`src/rtl/pheromone_update_ctrl_pkg.sv`:
```
`default_nettype none
// ============================================================================
//  Module      : aco_pkg
//  Description : Shared types and constants for the ACO pheromone update
//                path: mesh geometry, pheromone value type, update-queue
//                entry, update FSM states and the destination-row helper.
//  Revision    : 1.0 - initial release
// ============================================================================
package aco_pkg;

    localparam int X_NODES = 4;                 // mesh width
    localparam int Y_NODES = 4;                 // mesh height
    localparam int N       = 5;                 // router ports, 0 = local
    localparam int PH_W    = 4;                 // pheromone value width
    localparam int NODES   = X_NODES * Y_NODES; // rows in the table

    localparam int XW     = $clog2(X_NODES);
    localparam int YW     = $clog2(Y_NODES);
    localparam int PORT_W = $clog2(N);
    localparam int ROW_W  = $clog2(NODES);

    typedef logic [PH_W-1:0] ph_t;

    // One queued update: which port the backward ant came in on, and the
    // table row (destination node) it refers to.
    typedef struct packed {
        logic [PORT_W-1:0] port;
        logic [ROW_W-1:0]  l_dest;
    } upd_entry_t;

    localparam int UPD_ENTRY_W = $bits(upd_entry_t);

    typedef enum logic [1:0] {
        ST_IDLE  = 2'd0,
        ST_CALC  = 2'd1,
        ST_WRITE = 2'd2
    } fsm_state_t;

    // Row index of a destination node: y * X_NODES + x.
    function automatic logic [ROW_W-1:0] calc_l_dest(
        input logic [XW-1:0] x,
        input logic [YW-1:0] y
    );
        return ROW_W'(y) * ROW_W'(X_NODES) + ROW_W'(x);
    endfunction

endpackage
`default_nettype wire

```
`src/rtl/pheromone_update_ctrl_fifo.sv`:
```
`default_nettype none
// ============================================================================
//  Module      : aco_upd_fifo
//  Description : Synchronous FIFO for queued pheromone updates. Read data is
//                the head entry (show-ahead); push and pop may occur in the
//                same cycle. Pushes when full and pops when empty are ignored.
//  Ports       : clk, reset_n (sync, active-low)
//                i_push / i_din  - write side
//                i_pop  / o_dout - read side, o_dout valid while !o_empty
//                o_full, o_empty - occupancy flags
//  Revision    : 1.0 - initial release
// ============================================================================
module aco_upd_fifo #(
    parameter int WIDTH = 8,
    parameter int DEPTH = 4     // power of two, >= 2
) (
    input  logic             clk,
    input  logic             reset_n,
    input  logic             i_push,
    input  logic [WIDTH-1:0] i_din,
    input  logic             i_pop,
    output logic [WIDTH-1:0] o_dout,
    output logic             o_full,
    output logic             o_empty
);

    localparam int AW = $clog2(DEPTH);

    logic [WIDTH-1:0] r_mem [DEPTH];
    // One extra pointer bit distinguishes full from empty.
    logic [AW:0]      r_wr_ptr;
    logic [AW:0]      r_rd_ptr;
    logic             w_do_push;
    logic             w_do_pop;

    assign o_empty   = (r_wr_ptr == r_rd_ptr);
    assign o_full    = (r_wr_ptr[AW] != r_rd_ptr[AW]) &&
                       (r_wr_ptr[AW-1:0] == r_rd_ptr[AW-1:0]);
    assign w_do_push = i_push && !o_full;
    assign w_do_pop  = i_pop && !o_empty;
    assign o_dout    = r_mem[r_rd_ptr[AW-1:0]];

    always_ff @(posedge clk) begin
        if (!reset_n) begin
            r_wr_ptr <= '0;
            r_rd_ptr <= '0;
        end else begin
            if (w_do_push) begin
                r_wr_ptr <= r_wr_ptr + 1'b1;
            end
            if (w_do_pop) begin
                r_rd_ptr <= r_rd_ptr + 1'b1;
            end
        end
    end

    // Storage needs no reset: entries are only read once written.
    always_ff @(posedge clk) begin
        if (w_do_push) begin
            r_mem[r_wr_ptr[AW-1:0]] <= i_din;
        end
    end

endmodule
`default_nettype wire

```
`src/rtl/pheromone_update_ctrl.sv`:
```
`default_nettype none
// ============================================================================
//  Module      : pheromone_update_ctrl
//  Description : Single writer of the per-router ACO pheromone table.
//                Round-robin arbitration of backward-ant update requests,
//                a small update queue, and a 3-state IDLE/CALC/WRITE
//                read-modify-write engine that reinforces the entry of the
//                arrival port and decays all the others (saturating).
//                Optional macro PH_EVAPORATE_EN adds periodic evaporation
//                that sweeps the rows while no update is pending.
//  Ports       : clk, reset_n (sync, active-low)
//                i_upd_valid  [N]            update request per port
//                i_upd_x_dest [N][XW]        destination x per port
//                i_upd_y_dest [N][YW]        destination y per port
//                o_upd_ready  [N]            grant (transfer = valid & ready)
//                o_pheromones [NODES][N-1]   full table, straight from regs
//                o_busy                      queue non-empty or FSM not IDLE
//  Revision    : 1.0 - initial release
// ============================================================================
module pheromone_update_ctrl
    import aco_pkg::*;
#(
`ifdef PH_EVAPORATE_EN
    parameter int EVAP_PERIOD = 64,
`endif
    parameter int PH_MAX     = 15,
    parameter int PH_MIN     = 0,
    parameter int PH_INIT    = 0,
    parameter int PH_INC     = 1,
    parameter int FIFO_DEPTH = 4
) (
    input  logic                                 clk,
    input  logic                                 reset_n,
    input  logic [N-1:0]                         i_upd_valid,
    input  logic [N-1:0][XW-1:0]                 i_upd_x_dest,
    input  logic [N-1:0][YW-1:0]                 i_upd_y_dest,
    output logic [N-1:0]                         o_upd_ready,
    output logic [NODES-1:0][N-2:0][PH_W-1:0]    o_pheromones,
    output logic                                 o_busy
);

    // ------------------------------------------------------------------
    // Signals
    // ------------------------------------------------------------------
    ph_t [NODES-1:0][N-2:0] r_table;
    fsm_state_t             r_state;
    fsm_state_t             w_state_nxt;
    upd_entry_t             r_op;
    ph_t [N-2:0]            r_wr_row;
    ph_t [N-2:0]            w_cur_row;
    ph_t [N-2:0]            w_new_row;
    logic [PH_W:0]          w_sum;

    logic [PORT_W-1:0]      r_rr_ptr;
    logic [PORT_W-1:0]      w_grant_idx;
    logic                   w_grant_vld;
    logic [N-1:0]           w_grant;

    upd_entry_t             w_push_entry;
    logic [UPD_ENTRY_W-1:0] w_fifo_dout;
    logic                   w_fifo_full;
    logic                   w_fifo_empty;
    logic                   w_pop;

`ifdef PH_EVAPORATE_EN
    localparam int EVAP_TW = (EVAP_PERIOD > 1) ? $clog2(EVAP_PERIOD) : 1;

    logic [EVAP_TW-1:0]     r_evap_timer;
    logic                   r_evap_pend;
    logic [ROW_W-1:0]       r_sweep_ptr;
    logic                   w_evap_start;
`endif

    // ------------------------------------------------------------------
    // Round-robin arbiter
    // ------------------------------------------------------------------
    function automatic logic [PORT_W-1:0] rr_index(
        input logic [PORT_W-1:0] base,
        input int                k
    );
        int s;
        s = int'(base) + k;
        if (s >= N) begin
            s = s - N;
        end
        return PORT_W'(s);
    endfunction

    always_comb begin
        w_grant     = '0;
        w_grant_vld = 1'b0;
        w_grant_idx = r_rr_ptr;
        for (int k = 0; k < N; k++) begin
            if (!w_grant_vld && i_upd_valid[rr_index(r_rr_ptr, k)]) begin
                w_grant_vld = 1'b1;
                w_grant_idx = rr_index(r_rr_ptr, k);
            end
        end
        // Ready must be low throughout reset, regardless of requests.
        if (w_fifo_full || !reset_n) begin
            w_grant_vld = 1'b0;
        end
        if (w_grant_vld) begin
            w_grant[w_grant_idx] = 1'b1;
        end
    end

    assign o_upd_ready = w_grant;

    always_ff @(posedge clk) begin
        if (!reset_n) begin
            r_rr_ptr <= '0;
        end else if (w_grant_vld) begin
            r_rr_ptr <= (w_grant_idx == PORT_W'(N-1)) ? '0 : w_grant_idx + 1'b1;
        end
    end

    // ------------------------------------------------------------------
    // Update queue
    // ------------------------------------------------------------------
    assign w_push_entry.port   = w_grant_idx;
    assign w_push_entry.l_dest = calc_l_dest(i_upd_x_dest[w_grant_idx],
                                             i_upd_y_dest[w_grant_idx]);

    aco_upd_fifo #(
        .WIDTH (UPD_ENTRY_W),
        .DEPTH (FIFO_DEPTH)
    ) u_fifo (
        .clk     (clk),
        .reset_n (reset_n),
        .i_push  (w_grant_vld),
        .i_din   (w_push_entry),
        .i_pop   (w_pop),
        .o_dout  (w_fifo_dout),
        .o_full  (w_fifo_full),
        .o_empty (w_fifo_empty)
    );

    // ------------------------------------------------------------------
    // Update FSM
    // ------------------------------------------------------------------
    always_ff @(posedge clk) begin
        if (!reset_n) begin
            r_state <= ST_IDLE;
        end else begin
            r_state <= w_state_nxt;
        end
    end

    always_comb begin
        w_state_nxt = r_state;
        w_pop       = 1'b0;
`ifdef PH_EVAPORATE_EN
        w_evap_start = 1'b0;
`endif
        case (r_state)
            ST_IDLE: begin
                // Queued updates always win over a pending evaporation.
                if (!w_fifo_empty) begin
                    w_pop       = 1'b1;
                    w_state_nxt = ST_CALC;
                end
`ifdef PH_EVAPORATE_EN
                else if (r_evap_pend) begin
                    w_evap_start = 1'b1;
                    w_state_nxt  = ST_CALC;
                end
`endif
            end
            ST_CALC:  w_state_nxt = ST_WRITE;
            ST_WRITE: w_state_nxt = ST_IDLE;
            default:  w_state_nxt = ST_IDLE;
        endcase
    end

    assign o_busy = !w_fifo_empty || (r_state != ST_IDLE);

    // ------------------------------------------------------------------
    // Row update: reinforce entry port-1, decay the rest. Port 0 matches
    // no entry, so it (and evaporation, which reuses port 0) decays all.
    // ------------------------------------------------------------------
    always_comb begin
        w_cur_row = r_table[r_op.l_dest];
        w_new_row = w_cur_row;
        w_sum     = '0;
        for (int j = 0; j < N-1; j++) begin
            if (r_op.port == PORT_W'(j+1)) begin
                w_sum = {1'b0, w_cur_row[j]} + (PH_W+1)'(PH_INC);
                if (w_sum > (PH_W+1)'(PH_MAX)) begin
                    w_new_row[j] = ph_t'(PH_MAX);
                end else begin
                    w_new_row[j] = w_sum[PH_W-1:0];
                end
            end else begin
                if (w_cur_row[j] > ph_t'(PH_MIN)) begin
                    w_new_row[j] = w_cur_row[j] - ph_t'(1);
                end else begin
                    w_new_row[j] = ph_t'(PH_MIN);
                end
            end
        end
    end

    always_ff @(posedge clk) begin
        if (!reset_n) begin
            r_op     <= '0;
            r_wr_row <= '0;
            for (int r = 0; r < NODES; r++) begin
                for (int j = 0; j < N-1; j++) begin
                    r_table[r][j] <= ph_t'(PH_INIT);
                end
            end
        end else begin
            if (w_pop) begin
                r_op <= upd_entry_t'(w_fifo_dout);
            end
`ifdef PH_EVAPORATE_EN
            else if (w_evap_start) begin
                r_op.port   <= '0;
                r_op.l_dest <= r_sweep_ptr;
            end
`endif
            if (r_state == ST_CALC) begin
                r_wr_row <= w_new_row;
            end
            if (r_state == ST_WRITE) begin
                r_table[r_op.l_dest] <= r_wr_row;
            end
        end
    end

    assign o_pheromones = r_table;

`ifdef PH_EVAPORATE_EN
    // ------------------------------------------------------------------
    // Evaporation timer and row sweep. The pending flag stays set until
    // the FSM is free to take it, so no step is dropped under traffic.
    // ------------------------------------------------------------------
    always_ff @(posedge clk) begin
        if (!reset_n) begin
            r_evap_timer <= '0;
            r_evap_pend  <= 1'b0;
            r_sweep_ptr  <= '0;
        end else begin
            if (r_evap_timer == EVAP_TW'(EVAP_PERIOD-1)) begin
                r_evap_timer <= '0;
                r_evap_pend  <= 1'b1;
            end else begin
                r_evap_timer <= r_evap_timer + 1'b1;
                if (w_evap_start) begin
                    r_evap_pend <= 1'b0;
                end
            end
            if (w_evap_start) begin
                r_sweep_ptr <= (r_sweep_ptr == ROW_W'(NODES-1)) ? '0
                                                                : r_sweep_ptr + 1'b1;
            end
        end
    end
`endif

endmodule
`default_nettype wire

```
`config.mk`:
```
export PLATFORM = sky130hd
export DESIGN_NAME = pheromone_update_ctrl
export DESIGN_NICKNAME = d
export VERILOG_FILES = /design/src/rtl/pheromone_update_ctrl_pkg.sv /design/src/rtl/pheromone_update_ctrl_fifo.sv /design/src/rtl/pheromone_update_ctrl.sv
export SDC_FILE = /design/constraint.sdc
export NUM_CORES = 1
export LEC_CHECK = 0
export ABC_AREA = 1
export CAP_MARGIN = 20
export CORE_ASPECT_RATIO = 0.8
export CORE_MARGIN = 3
export CORE_UTILIZATION = 53
export DETAILED_ROUTE_END_ITERATION = 12
export PLACE_DENSITY = 0.86
export SLEW_MARGIN = 20
export SYNTH_ARGS = -nofsm -noshare
export SYNTH_HDL_FRONTEND = slang
export SYNTH_SLANG_ARGS = --single-unit
```
`constraint.sdc`:
```
create_clock -name clk -period 4.5 [get_ports clk]
set_clock_uncertainty 0.2 [all_clocks]
set_input_delay 1.35 -clock clk [delete_from_list [all_inputs] [get_ports clk]]
set_output_delay 1.35 -clock clk [all_outputs]
set_load 0.02 [all_outputs]
```
==> summary.md <==
| Metric | Value |
|---|---|
| Setup WS post-layout | -450 ps |
| Die X | 195 um |
| Syn Inst Count | 2063 |
| Root Buffer | clkbuf_16 |
| Initial Util | 0.546 |
| Initial antenna violation count | 1 |
| Top delay family on crit path | simple AND/OR/NAND/NOR gates |
| Routability Congestion | 1.02 |
| Die H | 157 um |
| Run status | finished, violations left |
| Ant diodes | 0 |
| Switching share of power | 0.440 |
| Clock Path Buffers | 3 |
| WP buf/inv | 6 |
| Port buffer count | 288 |
| Clk network pwr share | 0.200 |
| Pint | 0.00754 W |
| Global Route Usage Sum | 0.368 |
| Reg power frac | 0.288 |
| Clock-pin slew on the worst setup and hold paths | 60 ps |
| Tightest Pin Transition | 1170 ps |
| Worst-Skew Late Latency | 580 ps |
| Area Growth Syn to Fin | 35.1% |
| Gate power share | 0.512 |
| Max Fanout on Critical Path | 6 |
| First-pass iteration count of the detailed router | 6 |
| Final hold vios | 0 |
| Layout cell share with drive strength beyond 1 | 0.124 |
| Crit path cell chain | clkinvlp_4 -> ha_4 -> ha_4 -> inv_4 -> a22oi_2 -> buf_4 -> nand2_4 -> nand2_8 -> nand4_4 -> nor2_4 -> nor2_1 -> nand2_1 -> nand2_4 -> nand2_8 -> inv_2 -> nand2_2 -> inv_2 -> buf_6 |
| #FFs+latches synth | 318 |
| Setup crit end kind | primary output |
| DP HPWL | 41300 um |
| Initial DRC Count | 2430 |
| Net Sw Power | 0.00593 W |
| Total clock sinks | 318 |
| Vias per inst | 6.18 |
| Final period utilization | 1.10 |
| Failing checks | negative setup slack |
| Finish-stage setup viols | 5 |
| Synth unique cells | 37 |
| Synth Net Count | 2119 |
| Final hold slack | 270 ps |
| Total DRC errors in the routed layout | 0 |
| Total CTS buffers | 31 |
| Startpoint types | flip-flop |
| Leak Pwr | 7.90 nW |
| Design area | 20400 um^2 |
| Min-delay worst type | reg2reg |
| Synthesized area per cell | 7.31 um^2 |
| Vias in the first global route | 15296 |
| H-Tree Level Count | 1 |
| Die ar. | 30500 um^2 |
| Synth warn | 0 |
| Setup CP Type | reg2out |
| RSZ-0062 raised after global routing | yes |
| Routed via count | 16965 |
| Total wire length | 60500 um |
| Core Area | 27600 um^2 |
| Total of max-cap violations | 0 |
| Largest net degree at the start of global routing | 128 |
| Peak supply drop | 0.784 mV |
| CTS tree | done |
| Synth Cell Area | 15100 um^2 |
| Hold Buf Count CTS | 0 |
| Crit-path max cell delay | 390 ps |
| Leading cell type in the layout, fill and taps excluded | o21ai_0 |
| Rel. slew slack | 0.218 |
| First-pass GRT wire length | 89000 um |
| Most frequent cells in the layout | o21ai_0 (311), dfxtp_1 (287), clkdlybuf4s50_1 (277) |
| Gr ovfl total | 0 |
| Slowest CP cell | dfxtp_4 |
| Fmax | 202 MHz |
| WP data required | 2950 ps |
| PwrDens | 661 nW/um^2 |
| Final Slew Violations | 0 |
| Placed cell areas | 18500 um^2 |
| Wirelength per Cell | 22.0 um |
| Routed Antenna Nets | 0 |
| Post-synthesis sequential area ratio | 0.441 |
| IO Pins | 289 |
| Worst path arrival time | 3400 ps |
| Row cnt | 54 |
| Tmin final | 4950 ps |
| Layout Nets | 2413 |
cell families (layout without fill, tap and decap cells):
logic type	count (synthesis)	in the layout	synth area share
AOI/OAI and AO/OA	689	689	0.250
and+or+nand+nor	631	631	0.178
buffers and inverters	379	696	0.0967
DFF	318	318	0.441
adders and majority gates	29	29	0.0246
xor gates and xnor gates	17	17	0.00987
stage by stage:
step / TNS [ps] / setup WS, ps / util / std cells / power [W]
after floorplan: 0 / 10.4 / - / 2063 / 0.00668
after global placement: -4500 / -943 / 0.671 / 2663 / 0.00879
after detailed placement: -4770 / -1030 / 0.671 / 2663 / 0.00891
after CTS: -1370 / -290 / 0.726 / 2736 / 0.0125
after global routing: -2720 / -573 / 0.737 / 2744 / 0.0139
final: -2120 / -450 / 0.737 / 2744 / 0.0135
path summary, 6_finish.rpt:
path,startpoint,endpoint,slack (ps),cells after the start
worst min-delay path,o_pheromones[194],o_pheromones[194],270,2
worst min register to register,o_pheromones[194],o_pheromones[194],270,2
worst max register to register,r_op[1],r_wr_row[2],710,16
worst max-delay path,r_rr_ptr[1],o_upd_ready[3],-450,18
cell type report:
type / instances / area (um^2)
multi-input cells: 1366 / 7520
repair buffers: 396 / 3750
clock inverters: 9 / 109
flip-flops and latches: 318 / 6650
clock buffers: 47 / 947
inverters: 244 / 935
fillers: 2067 / 7260
well taps: 364 / 455
cell usage after synthesis, drive strengths merged:
cell | number | area [um^2]
xnor2 | 7 | 61.3
xor2 | 10 | 87.6
o21ai | 320 | 1600
inv | 244 | 916
edfxtp | 28 | 841
o221ai | 26 | 228
o211ai | 15 | 113
dfxtp | 290 | 5810
nand2 | 318 | 1250
ha | 28 | 350
o21ba | 1 | 10.0
o21bai | 1 | 7.51
nand3 | 106 | 563
nand4 | 17 | 119
a22oi | 51 | 383
o21a | 1 | 7.51
clkbuf | 109 | 409
fa | 1 | 20.0
o22ai | 39 | 244
a21oi | 232 | 1160
buf | 26 | 134
nor3 | 10 | 50.1
nor2 | 180 | 703
a31oi | 3 | 18.8
sequential cells by signal, summed over array words and instances, names as in the netlist:
register         cells
o_pheromones       256
u_fifo.r_rd_ptr      3
r_op                 7
r_rr_ptr             3
r_state              2
r_wr_row            16
u_fifo.r_mem        28
u_fifo.r_wr_ptr      3
repair_timing:
item	4_1_cts	5_1_grt
endpoints found under the setup margin	5	5
gates resized for setup	130	62
buffers inserted	17	8
pin swaps	50	44
metal layers:
metal | part of all wire | vias to the layer above | global-route usage | wire length [um]
li1 | - | 7531 | - | -
met1 | 0.39 | 7904 | 0.532 | 23400
met2 | 0.41 | 1347 | 0.540 | 24900
met3 | 0.16 | 181 | 0.105 | 9900
met4 | 0.036 | 2 | 0.104 | 2200
met5 | 0.00026 | - | 0 | 16
power by group through the flow:
stage | clock network (W) | logic, W | registers [W]
finish | 0.00270 | 0.00690 | 0.00388
global route | 0.00279 | 0.00729 | 0.00387
CTS | 0.00268 | 0.00595 | 0.00382
detailed placement | 0 | 0.00504 | 0.00387
global placement | 0 | 0.00494 | 0.00386
floorplan | 0 | 0.00302 | 0.00366
worst reg2reg max path, delay by kind of cell (launching register included):
kind            cells  cell delay (ps)
buf+inv             6             1210
compound gates      5              890
simple gates        4              680
flops               1              430
fa+ha+maj           1              260
No activity file was read; power rests on OpenSTA's default activity.
